===== config.mk =====
export PLATFORM = sky130hd
export DESIGN_NAME = load_store_unit
export DESIGN_NICKNAME = d
export VERILOG_FILES = /design/src/rtl/lsu_pkg.sv /design/src/rtl/lsu_lane_align.sv /design/src/rtl/load_store_unit.sv
export SDC_FILE = /design/constraint.sdc
export NUM_CORES = 1
export LEC_CHECK = 0
export ABC_AREA = 0
export CAP_MARGIN = 20
export CORE_MARGIN = 4
export CORE_UTILIZATION = 53
export CTS_BUF_LIST = sky130_fd_sc_hd__clkbuf_8
export DETAILED_ROUTE_END_ITERATION = 6
export MAX_ROUTING_LAYER = met4
export PLACE_DENSITY = 0.94
export SLEW_MARGIN = 0
export SYNTH_ARGS = -nofsm -noshare
export SYNTH_HDL_FRONTEND = slang
export SYNTH_SLANG_ARGS = --single-unit

===== constraint.sdc =====
create_clock -name clk -period 3.4 [get_ports clk]
set_input_delay 0.68 -clock clk [delete_from_list [all_inputs] [get_ports clk]]
set_output_delay 0.68 -clock clk [all_outputs]
set_load 0.02 [all_outputs]

===== src/rtl/lsu_pkg.sv =====
// Shared types and constants for the load/store unit: FSM states, access
// size encodings, default data-region limit and the request error check.
package lsu_pkg;

   typedef enum logic [2:0] {
      IDLE,
      RD,
      WR_SETUP,
      WR_PULSE,
      RESP
   } lsu_state_e;

   localparam logic [1:0] SZ_BYTE = 2'b00;
   localparam logic [1:0] SZ_HALF = 2'b01;
   localparam logic [1:0] SZ_WORD = 2'b10;
   localparam logic [1:0] SZ_ILL  = 2'b11;

   localparam logic [31:0] DATA_LIMIT_DEFAULT = 32'h0000_3000;

   // Rejects illegal size, misalignment and anything outside the data region.
   function automatic logic access_error(input logic [1:0]  size,
                                         input logic [31:0] addr,
                                         input logic [31:0] limit);
      logic err;
      err = (addr >= limit);
      case (size)
         SZ_HALF: err = err | addr[0];
         SZ_WORD: err = err | (|addr[1:0]);
         SZ_ILL:  err = 1'b1;
         default: err = err;
      endcase
      return err;
   endfunction

endpackage


===== src/rtl/lsu_lane_align.sv =====
// Combinational lane logic: extracts/extends sub-word loads from a memory word
// and merges sub-word store data into it.
module lsu_lane_align
   import lsu_pkg::*;
(
   input  logic [1:0]  addr_lo,
   input  logic [1:0]  size,
   input  logic        is_signed,
   input  logic [31:0] word,
   input  logic [31:0] wdata,
   output logic [31:0] load_data,
   output logic [31:0] store_data
);

   logic [31:0] shifted;
   logic [31:0] lane_mask;
   logic [31:0] lane_data;
   logic [4:0]  shamt;

   always_comb begin
      load_data  = '0;
      store_data = word;
      shifted    = '0;
      lane_mask  = '0;
      lane_data  = '0;
      shamt      = '0;
      case (size)
         SZ_BYTE: begin
            shamt      = {addr_lo, 3'b000};
            shifted    = word >> shamt;
            load_data  = {{24{is_signed & shifted[7]}}, shifted[7:0]};
            lane_mask  = 32'h0000_00FF << shamt;
            lane_data  = {24'h0, wdata[7:0]} << shamt;
            store_data = (word & ~lane_mask) | lane_data;
         end
         SZ_HALF: begin
            shamt      = {addr_lo[1], 4'b0000};
            shifted    = word >> shamt;
            load_data  = {{16{is_signed & shifted[15]}}, shifted[15:0]};
            lane_mask  = 32'h0000_FFFF << shamt;
            lane_data  = {16'h0, wdata[15:0]} << shamt;
            store_data = (word & ~lane_mask) | lane_data;
         end
         default: begin
            load_data  = word;
            store_data = wdata;
         end
      endcase
   end

endmodule


===== src/rtl/load_store_unit.sv =====
// Data-side load/store unit: valid/ready request/response front end driving a
// combinational memory port, with read-modify-write for sub-word stores.
module load_store_unit
   import lsu_pkg::*;
#(
   parameter logic [31:0] DATA_LIMIT = DATA_LIMIT_DEFAULT
) (
   input  logic        clk,
   input  logic        rst_n,
   input  logic        req_valid,
   output logic        req_ready,
   input  logic        req_write,
   input  logic [1:0]  req_size,
   input  logic        req_signed,
   input  logic [31:0] req_addr,
   input  logic [31:0] req_wdata,
   output logic        resp_valid,
   input  logic        resp_ready,
   output logic [31:0] resp_rdata,
   output logic        resp_err,
   output logic [31:0] mem_addr,
   output logic [31:0] mem_wdata,
   output logic        mem_read,
   output logic        mem_write,
   input  logic [31:0] mem_rdata
);

   lsu_state_e  state_q, state_d;
   logic        write_q, write_d;
   logic [1:0]  size_q, size_d;
   logic        signed_q, signed_d;
   logic [1:0]  addr_lo_q, addr_lo_d;
   logic [31:0] wdata_q, wdata_d;
   logic [31:0] mem_addr_q, mem_addr_d;
   logic [31:0] mem_wdata_q, mem_wdata_d;
   logic        mem_read_q, mem_read_d;
   logic        mem_write_q, mem_write_d;
   logic [31:0] resp_rdata_q, resp_rdata_d;
   logic        resp_err_q, resp_err_d;
   logic        req_err;
   logic [31:0] load_data;
   logic [31:0] store_data;

   lsu_lane_align u_lane_align (
      .addr_lo    (addr_lo_q),
      .size       (size_q),
      .is_signed  (signed_q),
      .word       (mem_rdata),
      .wdata      (wdata_q),
      .load_data  (load_data),
      .store_data (store_data)
   );

   assign req_err = access_error(req_size, req_addr, DATA_LIMIT);

   always_comb begin
      state_d      = state_q;
      write_d      = write_q;
      size_d       = size_q;
      signed_d     = signed_q;
      addr_lo_d    = addr_lo_q;
      wdata_d      = wdata_q;
      mem_addr_d   = mem_addr_q;
      mem_wdata_d  = mem_wdata_q;
      resp_rdata_d = resp_rdata_q;
      resp_err_d   = resp_err_q;
      case (state_q)
         IDLE: begin
            if (req_valid) begin
               write_d      = req_write;
               size_d       = req_size;
               signed_d     = req_signed;
               addr_lo_d    = req_addr[1:0];
               wdata_d      = req_wdata;
               resp_rdata_d = '0;
               resp_err_d   = req_err;
               // Rejected requests leave the memory port registers untouched.
               if (req_err) begin
                  state_d = RESP;
               end else begin
                  mem_addr_d = {req_addr[31:2], 2'b00};
                  if (req_write && (req_size == SZ_WORD)) begin
                     mem_wdata_d = req_wdata;
                     state_d     = WR_SETUP;
                  end else begin
                     state_d = RD;
                  end
               end
            end
         end
         RD: begin
            if (write_q) begin
               mem_wdata_d = store_data;
               state_d     = WR_SETUP;
            end else begin
               resp_rdata_d = load_data;
               state_d      = RESP;
            end
         end
         WR_SETUP: state_d = WR_PULSE;
         WR_PULSE: state_d = RESP;
         RESP: begin
            if (resp_ready) state_d = IDLE;
         end
         default: state_d = IDLE;
      endcase
      // Strobes come straight from flops so mem_write is glitch-free.
      mem_read_d  = (state_d == RD);
      mem_write_d = (state_d == WR_PULSE);
   end

   always_ff @(posedge clk or negedge rst_n) begin
      if (!rst_n) begin
         state_q      <= IDLE;
         write_q      <= 1'b0;
         size_q       <= SZ_BYTE;
         signed_q     <= 1'b0;
         addr_lo_q    <= '0;
         wdata_q      <= '0;
         mem_addr_q   <= '0;
         mem_wdata_q  <= '0;
         mem_read_q   <= 1'b0;
         mem_write_q  <= 1'b0;
         resp_rdata_q <= '0;
         resp_err_q   <= 1'b0;
      end else begin
         state_q      <= state_d;
         write_q      <= write_d;
         size_q       <= size_d;
         signed_q     <= signed_d;
         addr_lo_q    <= addr_lo_d;
         wdata_q      <= wdata_d;
         mem_addr_q   <= mem_addr_d;
         mem_wdata_q  <= mem_wdata_d;
         mem_read_q   <= mem_read_d;
         mem_write_q  <= mem_write_d;
         resp_rdata_q <= resp_rdata_d;
         resp_err_q   <= resp_err_d;
      end
   end

   assign req_ready  = (state_q == IDLE);
   assign resp_valid = (state_q == RESP);
   assign resp_rdata = resp_rdata_q;
   assign resp_err   = resp_err_q;
   assign mem_addr   = mem_addr_q;
   assign mem_wdata  = mem_wdata_q;
   assign mem_read   = mem_read_q;
   assign mem_write  = mem_write_q;

endmodule


-- Yosys cells after proc, flatten, opt, wreduce, memory -nomap -nowiden
Cells that the tools add are included.
W data, S select, Z words.
- bits in registers: 138
- output and inout port bits: 101
- bits of input ports: 104
- logic and storage cells: 71
- bitwise logic cells: 11
- $lt $le $gt $ge: 1
- shift operators: 6
- reductions and logical operators: 9
- eq/ne operators: 15
- mux-type cells: 17
- operators with widths (operator ; number):
    $pmux W32 S2 ; 4
    $mux W32 ; 6
    $and A32 B32 Y32 ; 2
    $not A32 Y32 ; 2
    $or A32 B32 Y32 ; 2
    $ge A32 B14 Y1 const B ; 1
    $shl A16 B5 Y32 ; 1
    $shl A16 B5 Y32 const A ; 1
    $shl A8 B5 Y32 ; 1
    $shl A8 B5 Y32 const A ; 1
    $shr A32 B5 Y16 ; 1
    $shr A32 B5 Y8 ; 1
    $pmux W3 S5 ; 1
    $mux W3 ; 4
    $eq A3 B2 Y1 const B ; 3
    $ne A2 B2 Y1 const B ; 4
    $eq A3 B1 Y1 const B ; 2
    $reduce_and A3 Y1 ; 2
    $reduce_and A5 Y1 ; 1
    $eq A2 B1 Y1 const B ; 2
    $eq A2 B2 Y1 const B ; 2
    $eq A3 B3 Y1 const B ; 1
    $logic_not A3 Y1 ; 1
    $pmux W1 S3 ; 1
    other kinds (10) ; 12

-- Depth between registers and ports, before layout
Gate-level depths: netlist (run 1).
- word-level depth: 7
- mapped depth: 10
- gate-level depth less buffers: 7

-- Hierarchy
Synthesis (run 1) repeated with hierarchy kept, for this count alone.
- cell total of the unflattened synthesis: 771
- area, all modules: 7235.7 µm²
- by module, submodules not included (module ; area an instance (µm²) ; cells an instance ; times used ; sequential area each (µm²)):
    load_store_unit ; 5711.7 ; 550 ; 1 ; 3453.3
    lsu_lane_align ; 1524.0 ; 221 ; 1 ; 0.0

-- Worst setup path after synthesis (run 1)
OpenSTA, ideal clock, no wires.
- kind: input-to-reg
- from: in req_size[0]
- to: reg mem_wdata_q[16] (netlist: mem_wdata[16])
- cell stages on the path: 9
- arrival: 2473 ps
- required time: 3275 ps
- buffers on the path: 2
- path slack: 802 ps
- library setup time: 125 ps
- path through: inv_1 ha_1 nor2_1 o311a_1 a21o_1 buf_6 a21boi_4 buf_6 mux2_4
- longest elaborated chain between the ends: 4
- elaborated cells on any way between the ends: 8
- classes of those cells: eq/ne: 5; mux: 1; reduce/logical: 2
- ends and longest elaborated chain (element ; line ; RTL):
    start: declaration ; load_store_unit.sv:13 ; input logic [1:0] req_size,
    $eq A2 B2 Y1, or another cell as far along ; lsu_pkg.sv:26 ; case (size)
    $pmux W1 S3 or $logic_and A1 B1 Y1 (tied branches) ; lsu_pkg.sv:26, load_store_unit.sv:82 ;
    $ne A2 B2 Y1 (no source line) or $ne A2 B1 Y1 (tied branches) ; -- ;
    $reduce_and A5 Y1 (no source line) (*) ; -- ;
    end signal: assignment ; load_store_unit.sv:134 ; mem_wdata_q <= mem_wdata_d;
    end: declaration ; load_store_unit.sv:35 ; logic [31:0] mem_wdata_q, mem_wdata_d;
Every way passes the cells marked *; elsewhere a longest branch is shown, timed or not.
A chain may end at the register's enable or synchronous reset.

-- Final worst setup path (run 1)
- from: in req_size[0]
- to: reg mem_wdata_q[14] (netlist: mem_wdata[14])
Same word-level chain as after synthesis.

==> out/metrics.yaml, run 1 <==
synth:
  postSynthCellCount: 697
  synth-seq-cells: 138
  synth-simple-area-share: 0.131
  netlist-cell-type-count: 49
  synth.yosys.warnings: 0
  synth.yosys.seq_area_share: 0.487
  synth_top_family_by_area: "compound AO/OA/AOI/OAI gates"
  synth_compound_area_frac: 0.206
  synthMuxAreaShare: 0.117
  synth-xor-area-share: 0
  synthArstFlopShare: 1.00
  number_of_synthesized_flops_with_an_enable_pin: 0
  post_synth.cell_area_avg_um2: 10.2
  syn_area_um2: 7090
  yosys.area_share.adder: 0.00529
  synth_ff_type: "dfrtp_1"
placed_design:
  worst_slack_after_detailed_placement_ns: 0.0235
  quantity_of_i_o_buffers_inserted_on_ports: 202
  globalplace.congestion: 0.972
  hpwl_um: 16500
  placedInstanceArea_um2: 9270
floorplanning:
  core_area_um2: 13200
  floorplan_die_area_um2: 15300
  die_x_um: 124
  die_h_um: 124
  pin_count: 205
  floorplan.initialDensity: 0.538
  std_cell_rows: 42
timing:
  finalSetupViolCount: 0
  max_slew_margin: 0.367
  postLayoutSetupSlackWorst_ns: 0.439
  setup-tns-final_ns: 0
  period_share: 0.871
  drv_slew: 0
  worst_pin_slew_ns: 0.949
  grt_setup_unrepaired: "false"
  timing.final.crit_period_ns: 2.96
  maximum_frequency_from_static_timing_analysis_mhz: 338
  finalClockSkew_ns: 0.0122
  hold_viol: 0
worst_setup_path:
  critPathCaptureType: "flip-flop"
  reg2reg_setup_slack_ns: 0.75
  crit_slowest_cell: "and2_1"
  slowest_delay_ns: 0.78
  critPathArrivalTime_ns: 3.25
  crit_path_max_fanout: 16
  critical_path.reg2reg.startpoint: "state_q[2]"
  worstRegToRegCells: 5
  rr_endpoint: "mem_wdata[14]"
  required_ns: 3.69
  worst_setup_path_start_kind: "input pin"
  cp_cell_sequence: "clkdlybuf4s50_1, inv_1, ha_1, a211oi_1, o311a_1, a21o_1, and2_1, o32ai_2"
  criticalPathCategory: "input pin to flip-flop"
pwr:
  leakagePower_nw: 4.42
  powerDensity_nw_per_um2: 986
  worst_voltage_drop_across_the_vdd_grid_v: 0.000623
cts:
  worst_skew_pair.late_latency_ns: 0.46
  holdBufCountCts: 0
  cts_max_level: 4
  clkTransAtPathRegs_ns: 0.08
  cts_made_buffers: 17
  clock_tree_from_tritoncts: "done"
  clk_path_buf_depth: 2
  cts.sink_count: 138
  clk_root_buffer_cell: "clkbuf_8"
  post-cts-setup-buffers: 0
  cts.repair.resized: 0
worst_hold_path:
  hp-class: "input pin to asynchronous set/reset pin"
global_route:
  first_global_vias: 6664
  globalRouteTotalUtil: 0.315
  gr-total-overflow: 0
  use_met3: 0.103
  gr_met1_demand_resource: 0.375
  grt_max_degree: 58
  grtUsageMet2: 0.497
  grt_antenna_before_repair: 2
  global_route_layer_with_the_greatest_usage: "met2"
  wire_length_of_the_first_global_routing_pass_um: 35600
drt:
  drc_errors: 0
  drt-vias-per-instance: 6.15
  post_drt_wl_per_cell_um: 21.3
  drt_pre_antenna_iters: 7
  drt-initial-drc-count: 582
  routed_wl_um: 22900
  dr_total_vias: 6613
  detail-route-antenna-nets: 0
finish:
  final_core_utilization: 0.739
  cell_area_after_layout_um2: 9740
  final_layout_size_suffix_gt1_frac: 0.140
  fin_nets: 992
  area_growth_syn_to_layout_pct: 37.4
  final_common_cell: "clkdlybuf4s50_1"
  final_cell_mix: "clkdlybuf4s50_1 (201), dfrtp_1 (138), nand2_1 (134), o21ai_0 (48), nor2_1 (39)"
outcome:
  result_of_the_run: "completed"
flow_run:
  max_cap_violations: 0
==> worst max-delay path, delay by kind of cell <==
kind	cells	cell delay [ns]
compound gates	4	0.98
buf+inv	2	0.60
simple gates	1	0.78
fa+ha+maj	1	0.21
==> area by class of cell <==
type                    instances  area (µm²)
diodes                          2        5.00
clock buffers                  20         275
clock inverters                12         194
fillers                       828        3450
inverters                      26        97.6
multi-input cells             479        3280
flip-flops and latches        138        3450
well taps                     176         220
repair buffers                223        2220
==> per-stage QoR <==
stage               instances  total power [mW]  hold slack [ns]
floorplan                 698              5.89            0.384
global placement         1042              7.76            0.452
detailed placement       1042              7.95            0.457
CTS                      1074              9.58            0.183
global route             1076              10.1            0.205
finish                   1076              9.61            0.178
==> synthesized netlist by cell type (3+ instances only) <==
| library cell | instances | area share |
|---|---|---|
| dfrtp_1 | 138 | 0.49 |
| nand2_1 | 134 | 0.071 |
| o21ai_0 | 48 | 0.034 |
| nor2_1 | 39 | 0.021 |
| clkbuf_1 | 36 | 0.019 |
| mux2_2 | 34 | 0.054 |
| inv_1 | 26 | 0.014 |
| a211oi_1 | 24 | 0.025 |
| mux2i_1 | 23 | 0.032 |
| a21oi_1 | 18 | 0.013 |
| o22ai_1 | 18 | 0.016 |
| a221o_1 | 16 | 0.023 |
| o32ai_2 | 16 | 0.037 |
| mux2_4 | 13 | 0.028 |
| a31oi_1 | 10 | 0.0088 |
| a21o_1 | 9 | 0.0095 |
| a221oi_1 | 9 | 0.011 |
| buf_2 | 8 | 0.0056 |
| nand3_1 | 8 | 0.0056 |
| a22oi_1 | 7 | 0.0074 |
| a2bb2oi_1 | 7 | 0.0086 |
| and3_1 | 7 | 0.0062 |
| buf_6 | 7 | 0.011 |
| nand2b_1 | 6 | 0.0053 |
| nor4_1 | 4 | 0.0035 |
| and2_1 | 3 | 0.0026 |
| buf_4 | 3 | 0.0032 |
| ha_1 | 3 | 0.0053 |
| nor3_1 | 3 | 0.0021 |
==> cell families after synthesis <==
| kind of cell | count (synthesis) |
|---|---|
| AO/OA/AOI/OAI | 189 |
| adder cells (fa/ha/maj) | 3 |
| multiplexers | 71 |
| flip-flops | 138 |
| AND/OR/NAND/NOR | 214 |
| other | 1 |
| buffers and inverters | 81 |
==> metal layers <==
| metal | up-vias | routed length [µm] |
|---|---|---|
| li1 | 2881 | - |
| met4 | 0 | 765 |
| met3 | 83 | 2800 |
| met1 | 3158 | 8440 |
| met2 | 491 | 10900 |
| met5 | - | 0 |
==> registers in the layout, summed over array words and instances, names as in the netlist <==
register    cells
addr_lo_q       2
mem_addr       30
mem_read        1
mem_wdata      32
mem_write       1
resp_err        1
resp_rdata     32
signed_q        1
size_q          2
state_q         3
wdata_q        32
write_q         1
==> how the worst max path moves through the flow <==
stage	start	to	slack, ns
finish	req_size[0]	mem_wdata[14]	0.44
global route	req_size[0]	mem_wdata[14]	0.36
CTS	req_size[0]	mem_wdata[14]	0.51
detailed placement	req_size[0]	mem_wdata[26]	0.02
global placement	req_size[0]	mem_wdata[30]	0.19
floorplan	req_size[0]	mem_wdata[16]	0.80
==> power breakdown <==
part	internal (mW)	switching (mW)
registers	2.41	0.606
logic	2.26	2.76
clock network	0.927	0.646
total	5.60	4.01
(Power assumes the default switching activity.)
==> inputs of run 2 (changes only) <==
--- a/config.mk
+++ b/config.mk
@@ -7,6 +7,7 @@
 export LEC_CHECK = 0
 export ABC_AREA = 0
 export CAP_MARGIN = 20
+export CORE_ASPECT_RATIO = 0.6
 export CORE_MARGIN = 4
 export CORE_UTILIZATION = 53
 export CTS_BUF_LIST = sky130_fd_sc_hd__clkbuf_8
==> out/metrics.yaml, run 2 (synthesis gave the netlist of run 1 again) <==
pwr:
  power.clock.fraction: 0.140  # was 0.164
  powerDensity_nw_per_um2: 971  # was 986 nW/µm²
  worst_voltage_drop_across_the_vdd_grid_v: 0.000589  # was 0.000623 V
  power.share.sequential: 0.331  # was 0.314
  power.switching_fraction: 0.432  # was 0.417
  overall_power_of_the_completed_layout_mw: 9.38  # was 9.61 mW
  internal-power_mw: 5.32  # was 5.60 mW
  leakagePower_nw: 4.37  # was 4.42 nW
  p_comb_frac: 0.529  # was 0.522
  power.switching_mw: 4.05  # was 4.01 mW
cts:
  worst_skew_pair.late_latency_ns: 0.45  # was 0.46 ns
  holdBufCountCts: 0  # unchanged
  post-cts-setup-buffers: 0  # unchanged
  cts.sink_count: 138  # unchanged
  clk_path_buf_depth: 2  # unchanged
  cts_made_buffers: 17  # unchanged
  clock_tree_from_tritoncts: "done"  # unchanged
  cts_max_level: 4  # unchanged
  clk_root_buffer_cell: "clkbuf_8"  # unchanged
  clkTransAtPathRegs_ns: 0.08  # about the same
  cts.repair.resized: 0  # unchanged
timing:
  setup-tns-final_ns: 0  # unchanged
  period_share: 0.895  # was 0.871
  max_slew_margin: 0.346  # was 0.367
  hold_viol: 0  # unchanged
  worst_pin_slew_ns: 0.979  # was 0.949 ns
  grt_setup_unrepaired: "false"  # unchanged
  finalSetupViolCount: 0  # unchanged
  drv_slew: 0  # unchanged
  timing.final.crit_period_ns: 3.04  # was 2.96 ns
  maximum_frequency_from_static_timing_analysis_mhz: 329  # was 338 MHz
  finalClockSkew_ns: 0.00941  # was 0.0122 ns
floorplanning:
  floorplan_die_area_um2: 15400  # was 15300 µm²
  die_h_um: 97.6  # was 124 µm
  std_cell_rows: 32  # was 42
  pin_count: 205  # unchanged
  die_x_um: 157  # was 124 µm
  floorplan.initialDensity: 0.547  # was 0.538
  core_area_um2: 13000  # was 13200 µm²
drt:
  dr_total_vias: 6650  # was 6613
  detail-route-antenna-nets: 0  # unchanged
  drc_errors: 18  # was 0
  post_drt_wl_per_cell_um: 22.1  # was 21.3 µm
  drt_pre_antenna_iters: 7  # unchanged
  drt-vias-per-instance: 6.21  # was 6.15
  drt-initial-drc-count: 877  # was 582
  routed_wl_um: 23600  # was 22900 µm
outcome:
  violations_in_the_final_reports: "DRC"
  result_of_the_run: "complete, but fails checks"  # was completed
placed_design:
  hpwl_um: 17300  # was 16500 µm
  quantity_of_i_o_buffers_inserted_on_ports: 202  # unchanged
  globalplace.congestion: 0.977  # was 0.972
worst_setup_path:
  required_ns: 3.68  # was 3.69 ns
  critPathArrivalTime_ns: 3.33  # was 3.25 ns
  crit_path_max_fanout: 16  # unchanged
  worstRegToRegCells: 5  # unchanged
  criticalPathCategory: "input pin to flip-flop"  # unchanged
  worst_setup_path_start_kind: "input pin"  # unchanged
  critPathCaptureType: "flip-flop"  # unchanged
flow_run:
  max_cap_violations: 0  # unchanged
finish:
  final_cell_mix: "clkdlybuf4s50_1 (201), dfrtp_1 (138), nand2_1 (134), o21ai_0 (48), nor2_1 (39)"  # unchanged
  final_layout_size_suffix_gt1_frac: 0.139  # was 0.140
  ff_latch_area_um2: 3450  # unchanged
  fin_nets: 992  # unchanged
  area_growth_syn_to_layout_pct: 36.1  # was 37.4%
  multi_input_comb_area_um2: 3280  # unchanged
  final_core_utilization: 0.744  # was 0.739
  final_common_cell: "clkdlybuf4s50_1"  # unchanged
  n_fill_cell: 912  # was 828
global_route:
  globalRouteTotalUtil: 0.316  # was 0.315
  first_global_vias: 6652  # was 6664
  gr-total-overflow: 0  # unchanged
  wire_length_of_the_first_global_routing_pass_um: 36600  # was 35600 µm
  grt_antenna_before_repair: 2  # unchanged
  grt_max_degree: 72  # was 58
worst_hold_path:
  hp-class: "input pin to asynchronous set/reset pin"  # unchanged
[run 2: cell types whose count changed in the layout (fill, tap and decap cells not counted)]
| cell | change |
|---|---|
| clkbuf_8 | +1 |
| clkinv_2 | -1 |
| inv_6 | +1 |
| clkinv_4 | -1 |
| inv_1 | +1 |
| bufinv_16 | -4 |
| clkinvlp_4 | +3 |
[run 2: power groups by stage]
stage               clock, mW  sequential, mW  combinational (mW)
finish                   1.31            3.10                4.96
global route             1.41            3.19                5.26
CTS                      1.32            3.07                4.91
detailed placement          0            3.08                4.89
global placement            0            3.05                4.74
floorplan                   0            3.49                2.40
[run 2: area by class of cell]
cell class / count / share of cell area
antenna: 2 / 0.000519
clock buffer: 21 / 0.0299
clock inverter: 11 / 0.00985
inverter: 26 / 0.0101
multi-input combinational: 479 / 0.340
sequential: 138 / 0.358
tap: 170 / 0.0220
timing repair buffer: 223 / 0.230
[run 2: path summary, 6_finish.rpt]
check	start	endpoint	slack (ns)
min in group clk	wdata_q[20]	wdata_q[20]	0.48
max in group asynchronous	rst_n	resp_rdata[24]	2.43
hold reg to reg	wdata_q[20]	wdata_q[20]	0.48
setup reg to reg	size_q[0]	mem_wdata[31]	0.70
setup / recovery	req_size[0]	mem_wdata[13]	0.36
hold / removal	rst_n	mem_wdata[19]	0.23
[run 2: metal layers]
metal	global-route usage	vias to the layer above	part of all wire
li1	-	2879	-
met1	0.441	3241	0.41
met2	0.444	469	0.43
met3	0.108	61	0.13
met4	0.0800	0	0.023
met5	-	-	0
[run 2: through the flow]
| step | hold slack, ns | instance area (µm²) | std cells | setup slack (ns) |
|---|---|---|---|---|
| after detailed placement | 0.463 | 9260 | 1036 | -0.0649 |
| final | 0.231 | 9650 | 1070 | 0.356 |
| after floorplan | 0.384 | 7100 | 698 | 0.802 |
| after global routing | 0.268 | 9650 | 1070 | 0.276 |
| after global placement | 0.452 | 9260 | 1036 | 0.181 |
| after CTS | 0.246 | 9650 | 1068 | 0.409 |
[run 2: critical path: stages]
cell and delay [ns]:
clkdlybuf4s50_1 0.52, inv_1 0.10, ha_1 0.23, a211oi_1 0.34
o311a_1 0.27, a21o_1 0.22, and2_1 0.77, o32ai_2 0.18
==> inputs of run 3 (changes only) <==
--- a/config.mk
+++ b/config.mk
@@ -14,6 +14,7 @@
 export DETAILED_ROUTE_END_ITERATION = 6
 export MAX_ROUTING_LAYER = met4
 export PLACE_DENSITY = 0.94
+export RECOVER_POWER = 100
 export SLEW_MARGIN = 0
 export SYNTH_ARGS = -nofsm -noshare
 export SYNTH_HDL_FRONTEND = slang
==> out/metrics.yaml, run 3 (synthesis gave the netlist of run 1 again) <==
timing:
  postLayoutSetupSlackWorst_ns: 0.321  # was 0.356 ns
  setup-tns-final_ns: 0  # unchanged
  grt_setup_unrepaired: "false"  # unchanged
  timing.final.crit_period_ns: 3.08  # was 3.04 ns
  period_share: 0.906  # was 0.895
  hold_viol: 0  # unchanged
  maximum_frequency_from_static_timing_analysis_mhz: 325  # was 329 MHz
  worst_pin_slew_ns: 1.79  # was 0.979 ns
  finalSetupViolCount: 0  # unchanged
  drv_slew: 72  # was 0
  finalClockSkew_ns: 0.0107  # was 0.00941 ns
  max_slew_margin: -0.191  # was 0.346
outcome:
  violations_in_the_final_reports: "DRC, capacitance limit, slew limit"  # was DRC
  result_of_the_run: "complete, but fails checks"  # unchanged
drt:
  drc_errors: 13  # was 18
  drt_pre_antenna_iters: 7  # unchanged
  routed_wl_um: 23600  # about the same
  drt-initial-drc-count: 813  # was 877
  drt-vias-per-instance: 6.24  # was 6.21
  dr_total_vias: 6673  # was 6650
  post_drt_wl_per_cell_um: 22.1  # about the same
  detail-route-antenna-nets: 0  # unchanged
flow_run:
  max_cap_violations: 1  # was 0
cts:
  cts.repair.resized: 0  # unchanged
  holdBufCountCts: 0  # unchanged
  cts.sink_count: 138  # unchanged
  clk_root_buffer_cell: "clkbuf_8"  # unchanged
  clock_tree_from_tritoncts: "done"  # unchanged
  clkTransAtPathRegs_ns: 0.08  # about the same
  cts_made_buffers: 17  # unchanged
  post-cts-setup-buffers: 0  # unchanged
  worst_skew_pair.late_latency_ns: 0.45  # about the same
  cts_max_level: 4  # unchanged
  clk_path_buf_depth: 2  # unchanged
placed_design:
  placed_cells_incl_taps: 1036  # unchanged
  hpwl_um: 17300  # unchanged
  placedInstanceArea_um2: 9260  # unchanged
  quantity_of_i_o_buffers_inserted_on_ports: 202  # unchanged
  worst_slack_after_detailed_placement_ns: -0.0649  # unchanged
  globalplace.congestion: 0.977  # unchanged
worst_setup_path:
  criticalPathCategory: "flip-flop to flip-flop"  # was input pin to flip-flop
  required_ns: 3.78  # was 3.68 ns
  critPathCaptureType: "flip-flop"  # unchanged
  crit_path_max_fanout: 24  # was 16
  worst_setup_path_start_kind: "flip-flop"  # was input pin
  critPathArrivalTime_ns: 3.46  # was 3.33 ns
pwr:
  powerDensity_nw_per_um2: 950  # was 971 nW/µm²
  worst_voltage_drop_across_the_vdd_grid_v: 0.000545  # was 0.000589 V
  leakagePower_nw: 4.38  # was 4.37 nW
floorplanning:
  pin_count: 205  # unchanged
  floorplan_die_area_um2: 15400  # unchanged
  floorplan.initialDensity: 0.547  # unchanged
  std_cell_rows: 32  # unchanged
  die_x_um: 157  # unchanged
  core_area_um2: 13000  # unchanged
  die_h_um: 97.6  # unchanged
global_route:
  gr-total-overflow: 0  # unchanged
  grt_antenna_before_repair: 2  # unchanged
  globalRouteTotalUtil: 0.316  # unchanged
  grt_max_degree: 72  # unchanged
  first_global_vias: 6652  # unchanged
  wire_length_of_the_first_global_routing_pass_um: 36600  # unchanged
finish:
  final_cell_mix: "dfrtp_1 (138), nand2_1 (134), dlygate4sd3_1 (101), clkdlybuf4s50_1 (100), o21ai_0 (48)"  # was clkdlybuf4s50_1 (201), dfrtp_1 (138), nand2_1 (134), o21ai_0 (48), nor2_1 (39)
  final_cells: 1070  # unchanged
  cell_area_after_layout_um2: 9410  # was 9650 µm²
  area_growth_syn_to_layout_pct: 32.6  # was 36.1%
  fin_nets: 992  # unchanged
  final_layout_size_suffix_gt1_frac: 0.100  # was 0.139
  final_common_cell: "dfrtp_1"  # was clkdlybuf4s50_1
worst_hold_path:
  hp-class: "flip-flop to flip-flop"  # was input pin to asynchronous set/reset pin
==> run 3: cell types whose count changed in the layout (fill, tap and decap cells not counted), moves of 3 or more <==
cell,previous run,this run
clkbuf_2,0,4
mux2_1,0,14
dlygate4sd3_1,0,101
o32ai_1,0,15
buf_4,18,14
o32ai_2,16,1
mux2_4,13,1
clkbuf_1,0,3
clkdlybuf4s50_1,201,100
==> run 3: cell type report <==
| type | count | area (µm²) |
|---|---|---|
| clock inverter | 11 | 95.1 |
| fill | 958 | 3570 |
| antenna | 2 | 5.00 |
| multi-input combinational | 479 | 3080 |
| timing repair buffer | 223 | 2170 |
| tap | 170 | 213 |
| clock buffer | 21 | 289 |
| inverter | 26 | 97.6 |
| sequential | 138 | 3450 |
==> run 3: power by group <==
part           leakage [nW]  total [mW]  internal, mW  switching (mW)
logic                  2.47        4.56          1.91            2.65
clock network         0.187        1.31         0.651           0.664
registers              1.73        3.06          2.41           0.653
total                  4.38        8.93          4.97            3.96
==> run 3: path summary, 6_finish.rpt <==
kind / start / end / slack [ns] / cells past startpoint
max in group asynchronous: rst_n / wdata_q[0] / 0.73 / 2
worst max register to register: addr_lo_q[1] / resp_rdata[22] / 0.32 / 6
min in group asynchronous: rst_n / mem_wdata[19] / 0.70 / 1
worst min register to register: wdata_q[28] / wdata_q[28] / 0.48 / 2
worst min-delay path: wdata_q[28] / wdata_q[28] / 0.48 / 2
worst max-delay path: addr_lo_q[1] / resp_rdata[22] / 0.32 / 6
==> run 3: worst max-delay path, stage by stage (launching register included) <==
cell	delay (ns)
dfrtp_1	0.82
buf_4	0.34
mux2_1	0.18
nand2_1	0.11
a2111oi_2	1.09
buf_4	0.34
a221o_1	0.13
==> run 3: layer usage <==
metal,wire (µm),track usage,part of all wire
met1,9570,0.441,0.41
met2,10200,0.444,0.43
met3,3260,0.108,0.14
met4,567,0.0800,0.024
met5,0,-,0
==> run 3: stage by stage <==
step           hold WS [ns]  utilization  power (mW)
2_1_floorplan         0.384            -        5.89
3_3_place_gp          0.452        0.714        7.79
3_5_place_dp          0.463        0.714        7.97
4_1_cts               0.246        0.744        9.31
5_1_grt               0.499        0.725        9.41
6_report              0.482        0.725        8.93
